<file path="src/rtl/alu_seq.sv">
// rtl/alu_seq.sv - multi-cycle ALU sequencer driving an 8x8 register file
module alu_seq (
  input  logic       clk,
  input  logic       clrn,
  input  logic       start,
  input  logic [2:0] op,
  input  logic [2:0] rd,
  input  logic [2:0] rs,
  input  logic [2:0] rt,
  input  logic [7:0] aout,
  input  logic [7:0] bout,
  output logic [2:0] asel,
  output logic [2:0] bsel,
  output logic [2:0] csel,
  output logic       cload,
  output logic [7:0] cin,
  output logic       busy,
  output logic       done,
  output logic       zf,
  output logic       cf
);

  localparam logic [2:0] OP_ADD = 3'b000;
  localparam logic [2:0] OP_SUB = 3'b001;
  localparam logic [2:0] OP_AND = 3'b010;
  localparam logic [2:0] OP_OR  = 3'b011;
  localparam logic [2:0] OP_XOR = 3'b100;
  localparam logic [2:0] OP_SHL = 3'b101;
  localparam logic [2:0] OP_MUL = 3'b110;
  localparam logic [2:0] OP_MOV = 3'b111;

  typedef enum logic [1:0] {S_IDLE, S_READ, S_MUL, S_WRITE} state_t;

  state_t      state, state_nxt;
  logic [2:0]  op_r;
  logic [7:0]  opa, opb, result;
  logic [15:0] acc, acc_nxt;
  logic [2:0]  count;
  logic        res_cf;
  logic [8:0]  alu_wide;

  always_ff @(posedge clk or negedge clrn) begin
    if (!clrn) state <= S_IDLE;
    else       state <= state_nxt;
  end

  always_comb begin
    state_nxt = state;
    busy      = (state != S_IDLE);
    cload     = 1'b0;
    done      = 1'b0;
    cin       = 8'h00;
    unique case (state)
      S_IDLE:  if (start) state_nxt = S_READ;
      S_READ:  state_nxt = (op_r == OP_MUL) ? S_MUL : S_WRITE;
      S_MUL:   if (count == 3'd7) state_nxt = S_WRITE;
      S_WRITE: begin
        cload     = 1'b1;
        done      = 1'b1;
        cin       = result;
        state_nxt = S_IDLE;
      end
      default: state_nxt = S_IDLE;
    endcase
  end

  // Single-cycle ops work straight off the read data; bit 8 carries carry/borrow.
  always_comb begin
    alu_wide = 9'h000;
    case (op_r)
      OP_ADD:  alu_wide = {1'b0, aout} + {1'b0, bout};
      OP_SUB:  alu_wide = {1'b0, aout} - {1'b0, bout};
      OP_AND:  alu_wide = {1'b0, aout & bout};
      OP_OR:   alu_wide = {1'b0, aout | bout};
      OP_XOR:  alu_wide = {1'b0, aout ^ bout};
      OP_SHL:  alu_wide = {aout, 1'b0};
      OP_MOV:  alu_wide = {1'b0, aout};
      default: alu_wide = 9'h000;
    endcase
  end

  always_comb begin
    acc_nxt = acc;
    if (opb[count]) acc_nxt = acc + ({8'h00, opa} << count);
  end

  always_ff @(posedge clk or negedge clrn) begin
    if (!clrn) begin
      op_r   <= 3'd0;
      asel   <= 3'd0;
      bsel   <= 3'd0;
      csel   <= 3'd0;
      opa    <= 8'h00;
      opb    <= 8'h00;
      acc    <= 16'h0000;
      count  <= 3'd0;
      result <= 8'h00;
      res_cf <= 1'b0;
      zf     <= 1'b0;
      cf     <= 1'b0;
    end else begin
      case (state)
        S_IDLE: if (start) begin
          op_r <= op;
          csel <= rd;
          asel <= rs;
          bsel <= rt;
        end
        S_READ: begin
          opa <= aout;
          opb <= bout;
          if (op_r == OP_MUL) begin
            acc   <= 16'h0000;
            count <= 3'd0;
          end else begin
            result <= alu_wide[7:0];
            res_cf <= alu_wide[8];
          end
        end
        S_MUL: begin
          acc   <= acc_nxt;
          count <= count + 3'd1;
          if (count == 3'd7) begin
            result <= acc_nxt[7:0];
            res_cf <= |acc_nxt[15:8];
          end
        end
        S_WRITE: begin
          zf <= (result == 8'h00);
          cf <= res_cf;
        end
        default: ;
      endcase
    end
  end

endmodule
</file>
<file path="config.mk">
export PLATFORM = sky130hd
export DESIGN_NAME = alu_seq
export DESIGN_NICKNAME = d
export VERILOG_FILES = /design/src/rtl/alu_seq.sv
export SDC_FILE = /design/constraint.sdc
export NUM_CORES = 1
export LEC_CHECK = 0
export ABC_AREA = 1
export CORE_UTILIZATION = 42
export DETAILED_ROUTE_END_ITERATION = 8
export PLACE_DENSITY = 0.63
export SKIP_LAST_GASP = 1
export SYNTH_ARGS = -nofsm -noshare
export SYNTH_HDL_FRONTEND = slang
export SYNTH_SLANG_ARGS = --single-unit
</file>
<file path="constraint.sdc">
create_clock -name clk -period 2.8 [get_ports clk]
set_clock_uncertainty 0.15 [all_clocks]
set_input_delay 0.28 -clock clk [delete_from_list [all_inputs] [get_ports clk]]
set_output_delay 0.28 -clock clk [all_outputs]
set_load 0.01 [all_outputs]
</file>
# Yosys cells after proc, flatten, opt, wreduce, memory -nomap -nowiden
# Index checks and enable logic that the tools add are counted.
[op_classes] n_eq_ne=15 mul=0 reduce_logical=10 shifts=1 n_addsub=4 n_bitwise=3 n_div=0 order_cmp=1 muxes=20
[op_table] cell="case mux 9 bit (7 select lines)" count=1
[op_table] cell="two-way mux 16 bit" count=2
[op_table] cell="case mux 16 bit (2 select lines)" count=1
[op_table] cell="two-way mux 8 bit" count=3
[op_table] cell="adder 16 bit" count=1
[op_table] cell="case mux 8 bit (2 select lines)" count=1
[op_table] cell="<< shifter 8 x 3 -> 16 bit" count=1
[op_table] cell="equality test 3 bit (second input constant)" count=5
[op_table] cell="adder 8 x 8 -> 9 bit" count=1
[op_table] cell="subtractor 8 x 8 -> 9 bit" count=1
[op_table] cell="AND 8 bit" count=1
[op_table] cell="zero test 8 bit" count=1
[op_table] cell="!= test 2 bit (second input constant)" count=4
[op_table] cell="OR 8 bit" count=1
[op_table] cell="case mux 2 bit (4 select lines)" count=1
[op_table] cell="OR reduction 8 bit" count=1
[op_table] cell="XOR 8 bit" count=1
[op_table] cell="equality test 3 x 2 -> 1 bit (second input constant)" count=2
[op_table] cell="case mux 3 bit (2 select lines)" count=1
[op_table] cell="AND reduction 2 bit" count=3
[op_table] cell="two-way mux 1 bit" count=5
[op_table] cell="equality test 2 bit (second input constant)" count=2
[op_table] cell="< comparator 3 x 4 -> 1 bit (second input constant)" count=1
[op_table] cell="two-way mux 2 bit" count=2
[op_table] cell="10 further kinds" count=11
[totals] reg_bits=60 latch_bits=0 output_inout_bits=22 word_cells=67 input_bits=31 ram_bits=0 mem_bits_ro=0 n_memories=0

# Depth between registers and ports, before layout
# Gate-level depths: netlist of the first run.
[depth] ltp_word=6 depth_mapped=22

# Worst setup path before layout of the first run
# Ideal clock, no wire load.
[synth_path] kind="register to register" start="reg count[0]" end="reg res_cf" setup_slack_ns=0.045 path_stages_with_launch=21 t_required_ns=2.528 t_arrival_ns=2.483 path_buffers=2 period_less_slack_ns=2.755 cell_sequence="dfrtp_1 -> buf_6 -> clkbuf_1 -> o21ai_0 -> o21ai_0 -> mux2i_1 -> ha_1 -> nand2_1 -> inv_1 -> a21oi_1 -> nand2_1 -> nand2_1 -> nand2_1 -> nand2_1 -> nand3_2 -> nand2_1 -> nand2_1 -> nor2_1 -> nand2_1 -> nand2_1 -> a21oi_1"
[synth_via] elab_chain_cells=6 elab_cells_between_ends=11 classes_between="add/sub: 1; eq/ne: 2; shift: 1; mux: 5; reduce/logical: 2"
[synth_rtl] item="start: declaration" line_no="38" text="logic [2:0] count;"
[synth_rtl] item="start signal: assignment" line_no="122" text="count <= count + 3'd1;"
[synth_rtl] item="<< shifter 8 x 3 -> 16 bit / binary-select mux 1 bit (select 3 bit) (equally long branches)" line_no="84" text="if (opb[count]) acc_nxt = acc + ({8'h00, opa} << count);"
[synth_rtl] item="adder 16 bit / two-way mux 1 bit (equally long branches)" line_no="84"
[synth_rtl] item="two-way mux 16 bit" line_no="84"
[synth_rtl] item="OR reduction 8 bit" line_no="125" text="res_cf <= |acc_nxt[15:8];"
[synth_rtl] item="two-way mux 1 bit" line_no="123" text="if (count == 3'd7) begin"
[synth_rtl] item="case mux 1 bit (2 select lines)" line_no="102" text="case (state)"
[synth_rtl] item="end signal: assignment" line_no="117" text="res_cf <= alu_wide[8];"
[synth_rtl] item="end signal: assignment" line_no="125"
[synth_rtl] item="end: declaration" line_no="39" text="logic res_cf;"
# Parallel ways exist; a longest one is shown, timed or not. The select of a mux whose other input is x is not followed.
# A chain may end at the register's enable or synchronous reset.

# Worst setup path in the final report of the first run
# Ends and elaborated chain as after synthesis.

==> metrics.cfg, run 1 <==
[clock_tree]
clkSinkCount = 60
numCtsBuffers = 9
clockBufferDepth = 2
cts.clk_slew.worst_paths_ns = 0.06
cts_root_buf = clkbuf_16
htree_num_levels = 3
tritoncts = yes
insertion_delay_ns = 0.34

[timing]
setup_violations = 2
clock.fmax_ghz = 0.348
slew_violations = 0
period_share = 1.03
fin_setup_tns_ns = -0.125
rsz0062_at_grt = yes
worst_slew_pin_slew_ns = 0.816
slew_headroom = 0.456
period_needed_ns = 2.87
hold_violations = 0
finalWorstSetupSlack_ns = -0.0722

[detailed_routing]
wl_um = 15900
via_per_inst = 5.22
vias = 5373
wl_per_cell_um = 15.4
post-route-drc-count = 1
ant_nets = 0
drtPass1Iterations = 7
drtIter0Drc = 357

[synth]
yosysTopAreaCell = dfrtp_1
syn_nets = 806
async_flop_share = 1.00
synth_cells = 726
ys_ff_latch = 60
synth_commonest_cells = 198 x nand2_1, 116 x inv_1, 60 x dfrtp_1
synth_edf_count = 0
ys.warnings.count = 0
yosysSeqAreaShare = 0.294
synth_area_leaders = dfrtp_1 29%, nand2_1 15%, ha_1 12%, inv_1 8.5%, o21ai_0 5.0%
synth.avg_cell_area_um2 = 7.03
syn-cell-area_um2 = 5110
synth_ff_type = dfrtp_1
synth_cell_types = 44
yosys.area.top_type_share = 0.294
yosysMostFrequentCell = nand2_1

[global_routing]
grt_pass1_wl_um = 24300
grt_pass1_vias = 5085
grt.overflow.total = 0
grt_start_max_net_pins = 61
grt_usage = 0.246
antenna_found_initial = 0

[setup_path]
cp.required_ns = 2.88
reg2reg_slack_ns = -0.07
cp-end-kind = flop
reg2reg_depth = 22
crit_type = flop to flop
r2r-start = count[0]
cp.arrival_ns = 2.95
critPathLaunchType = flop
r2r_end = res_cf
critPathMaxFanout = 7

[worst_hold_path]
holdPathStages = 4
holdPathEnd = opb[0]
hp-class = input pin to flop
hold_start = bout[0]

[pwr]
p_total_mw = 9.89
p_leak_nw = 3.76
powerDensity_nw_per_um2 = 1320
ir_drop_mv = 0.483

[finish]
n_antenna_cell = 0
area_growth_pct = 46.6
layout.nets = 963
drive_above_1_share = 0.340

[placed_design]
dpl.hpwl_um = 11600
portBuffers = 52
finalWeightedCongestion = 0.935

[floorplan]
fp.dieW_um = 112
core_area_um2 = 11600
dieArea_um2 = 12600
rows = 39
die_height_um = 112
start_util = 0.440
ios = 53

[run_status]
violations = design-rule violations, negative setup slack
outcome = finished, violations left

[job]
maxCapViolCount = 0

## layout make-up
cell class | count | area [µm²]
Clock inverter | 4 | 52.6
Multi-Input combinational cell | 521 | 3640
Timing Repair Buffer | 165 | 1400
Fill cell | 984 | 4130
Tap cell | 143 | 179
Sequential cell | 60 | 1500
Clock buffer | 10 | 229
Inverter | 126 | 483
## logic make-up after synthesis
| kind of cell | after synthesis | share of synthesized area |
|---|---|---|
| DFF | 60 | 0.294 |
| muxes | 16 | 0.0341 |
| buffers and inverters | 145 | 0.118 |
| xor gates and xnor gates | 11 | 0.0189 |
| and+or+nand+nor | 313 | 0.263 |
| AOI/OAI and AO/OA | 132 | 0.149 |
| adders and majority gates | 49 | 0.123 |
## power by group
part	total [mW]	leakage (nW)	switching [mW]	internal, mW
logic	7.17	2.90	3.91	3.26
clock network	1.09	0.127	0.409	0.678
registers	1.63	0.736	0.343	1.29
total	9.89	3.76	4.66	5.23
## how the worst max path moves through the flow
| stage | from | endpoint | slack (ns) | depth (start not counted) |
|---|---|---|---|---|
| after global placement | bout[1] | result[7] | -0.50 | 18 |
| after detailed placement | bout[1] | result[7] | -0.51 | 18 |
| final | count[0] | res_cf | -0.07 | 22 |
| after floorplan | count[0] | res_cf | 0.04 | 20 |
| after global routing | count[0] | res_cf | -0.24 | 20 |
| after CTS | count[0] | res_cf | -0.05 | 21 |
## layer usage
metal  wire length (µm)  global-route usage  up-vias
met5                  0                   0        -
met3                568              0.0383       34
met2               7790               0.417      125
met4                460              0.0898        0
met1               7050               0.318     2550
li1                   -                   -     2664
## placed cells by master (no fill, tap or decap), types with 4 or more instances in the layout
master           synthesis  layout
nand2_4                  2      10
inv_1                  116     105
buf_4                    2     104
ha_1                    47      35
nand2_2                  4      42
buf_6                    2       8
nor2_4                   0       4
a21oi_1                 31      20
nand2_1                198     152
nor2_2                   0       6
o22ai_1                 10       6
nor3_2                   2       5
o21ai_4                  0       6
inv_2                    8      17
o21ai_0                 51      29
o21ai_2                  0      11
mux2_2                  11      11
o21ai_1                 15      20
a31oi_1                  7       4
clkbuf_16                0       9
dfrtp_1                 60      58
nand3_1                 30      26
a21oi_2                  0      11
ha_4                     0      10
o211ai_2                 5       5
o22ai_2                  0       4
inv_4                    2       4
nand3_2                  8      11
clkdlybuf4s50_1          0      49
nand4_1                  6       6
xor2_1                   7       7
nor2_1                  49      39
## timing repair
| item | in CTS | in global routing |
|---|---|---|
| pin swaps | 12 | 77 |
| resized for setup | 42 | 150 |
| gates cloned | 0 | 0 |
| hold buffers | 1 | 0 |
| buffers inserted | 8 | 20 |
| setup endpoints to repair | 14 | 17 |
| endpoints found under the hold margin | 25 | 0 |
## worst max-delay path: stages, from the launching register on
cell     delay [ns]
dfrtp_2        0.46
buf_6          0.16
nand2_4        0.07
o21ai_4        0.06
nor2_2         0.12
a31oi_2        0.05
buf_4          0.15
mux2i_4        0.18
ha_4           0.25
nand2_2        0.07
inv_1          0.06
nand2_1        0.07
nand2_1        0.08
a21oi_2        0.15
nand2_1        0.07
nand2_1        0.07
nand3_2        0.07
nand2_2        0.10
nand2_2        0.05
nor2_1         0.10
nand2_1        0.07
nand2_1        0.08
a21oi_2        0.05
## through the flow
stage / worst slack (ns) / util / hold slack (ns) / instances / cell area (µm²)
after floorplan: 0.0446 / - / -0.166 / 726 / 5110
after global placement: -0.497 / 0.547 / 0.323 / 992 / 6350
after detailed placement: -0.512 / 0.547 / 0.330 / 992 / 6350
after CTS: -0.0491 / 0.586 / 0.344 / 1015 / 6810
after global routing: -0.241 / 0.645 / 0.287 / 1029 / 7490
final: -0.0722 / 0.645 / 0.272 / 1029 / 7490
## state kept, by name (all words and copies together) (netlist names)
register  flops
opa           8
acc          16
asel          3
opb           8
state         2
bsel          3
cf            1
result        8
count         3
zf            1
csel          3
op_r          3
res_cf        1
Note: power is estimated with default switching activity, not from simulation.
==> inputs of run 2 (changes only) <==
SETUP_SLACK_MARGIN = 0.02   (was not set)
==> run 2 against run 1 <==
Against the previous run:
- the flow still finishes with violations (design-rule violations, negative setup slack)
- setup slack lost 0.062 ns
- design area shrank 2.1%
- power shrank 3.9%
- highest routed layer unchanged
- sequential share of layout area grew 0.42 points
- flip-flop and latch count is the same
- fmax shrank 2.1%
- register-to-register slack lost 0.06 ns
==> metrics.cfg, run 2 (synthesis results as in run 1) <==
[timing]
slew_headroom = 0.456
period_needed_ns = 2.93
worst_slew_pin_slew_ns = 0.815
clock.fmax_ghz = 0.341
hold_violations = 0
period_share = 1.05
finalWorstSetupSlack_ns = -0.134
rsz0062_at_grt = yes
slew_violations = 0
setup_violations = 7

[pwr]
p_leak_nw = 3.71
powerDensity_nw_per_um2 = 1300
ir_drop_mv = 0.460

[setup_path]
critPathLaunchType = flop
cp.required_ns = 2.88
reg2reg_slack_ns = -0.13
crit_type = flop to flop
r2r_end = res_cf
r2r-start = count[0]
critPathMaxFanout = 7
cp.arrival_ns = 3.01
reg2reg_depth = 22
cp-end-kind = flop

[finish]
layout.nets = 964
drive_above_1_share = 0.311
layout_commonest_cell = nand2_1
top_register = acc
postLayoutCoreUtil = 0.631
largest_register_ffs = 16
final_cell_mix = 163 x nand2_1, 110 x buf_4, 108 x inv_1
n_fill_cell = 1018
fin_area_um2 = 7330
area_growth_pct = 43.5
n_antenna_cell = 0

[global_routing]
antenna_found_initial = 0
grt_start_max_net_pins = 61
grt_usage = 0.247
grt_pass1_vias = 5104
grt.overflow.total = 0
grt_pass1_wl_um = 24400

[floorplan]
die_height_um = 112
dieArea_um2 = 12600
start_util = 0.440
ios = 53
rows = 39
fp.dieW_um = 112
core_area_um2 = 11600

[run_status]
violations = design-rule violations, negative setup slack
outcome = finished, violations left

[worst_hold_path]
hold_start = bout[0]
holdPathStages = 4
holdPathEnd = opb[0]
hp-class = input pin to flop

[detailed_routing]
wl_per_cell_um = 15.0
vias = 5333
via_per_inst = 5.18
post-route-drc-count = 1
wl_um = 15400
drtPass1Iterations = 7
drtIter0Drc = 347
ant_nets = 0

[job]
maxCapViolCount = 0

[placed_design]
dpl.hpwl_um = 11600
finalWeightedCongestion = 0.935
portBuffers = 52
placed_area_um2 = 6350

[clock_tree]
htree_num_levels = 3
cts.clk_slew.worst_paths_ns = 0.06
clockBufferDepth = 2
cts_root_buf = clkbuf_16
numCtsBuffers = 9
clkSinkCount = 60
insertion_delay_ns = 0.34
tritoncts = yes

[run 2: cell types whose count changed in the layout (fill, tap and decap cells not counted), sizes merged]
cell,delta
buf,+1
[run 2: how the worst max path moves through the flow]
stage	startpoint	to	slack [ns]	depth (start not counted)
after floorplan	count[0]	res_cf	0.04	20
after global placement	bout[1]	result[7]	-0.50	18
after detailed placement	bout[1]	result[7]	-0.51	18
after CTS	count[0]	res_cf	-0.04	22
after global routing	count[0]	res_cf	-0.34	22
final	count[0]	res_cf	-0.13	22
[run 2: timing repair]
action                     4_1_cts  5_1_grt
buffers inserted                10       14
resized for setup               47       97
hold buffers                     1        0
cloned                           0        0
pin swaps                       15       52
setup endpoints to repair       16       18
hold endpoints to repair        25        0
[run 2: layout make-up]
| class | count | area (µm²) | share of cell area |
|---|---|---|---|
| Tap cell | 143 | 179 | 0.0244 |
| Timing Repair Buffer | 166 | 1390 | 0.190 |
| Clock buffer | 10 | 229 | 0.0313 |
| Multi-Input combinational cell | 521 | 3490 | 0.477 |
| Inverter | 126 | 480 | 0.0656 |
| Clock inverter | 4 | 52.6 | 0.00717 |
| Sequential cell | 60 | 1500 | 0.205 |
[run 2: where the power goes]
group	total [mW]	internal, mW	switching [mW]
combinational	6.79	3.11	3.68
clock	1.09	0.678	0.409
sequential	1.63	1.29	0.336
total	9.50	5.07	4.43
[run 2: metal layers]
layer | vias to the layer above | share of wire | global-route usage
met5 | - | 0 | 0
met1 | 2522 | 0.45 | 0.320
met3 | 26 | 0.036 | 0.0383
met2 | 115 | 0.49 | 0.419
met4 | 0 | 0.026 | 0.0880
li1 | 2670 | - | -
[run 2: worst max-delay path: stages (launching register included)]
cell,delay [ns]
dfrtp_2,0.46
buf_4,0.16
nand2_1,0.05
o21ai_1,0.08
o21ai_0,0.20
buf_4,0.16
mux2i_1,0.07
ha_1,0.37
nand2_2,0.08
inv_2,0.08
nand2_2,0.06
nor3_2,0.18
nand2_1,0.06
nand2_1,0.07
nand2_1,0.05
nand2_1,0.07
nand2_1,0.06
inv_2,0.06
nand2_2,0.04
nor2_1,0.10
nand2_1,0.07
nand2_1,0.08
a21oi_2,0.05
[run 2: per-stage QoR]
stage               cells  setup WS (ns)  hold slack [ns]  power [mW]  setup TNS, ns
floorplan             726         0.0446           -0.166        5.01              0
global placement      992         -0.497            0.323        7.06          -2.59
detailed placement    992         -0.512            0.330        7.12          -3.13
CTS                  1017        -0.0354            0.344        8.64        -0.0507
global route         1030         -0.343            0.287        10.3          -2.17
finish               1030         -0.134            0.270        9.50         -0.485
==> inputs of run 3 (changes only) <==
HOLD_SLACK_MARGIN = 0.06   (was not set)
==> results of run 3 <==
Final layout, timing and power as in run 2 (identical DEF).
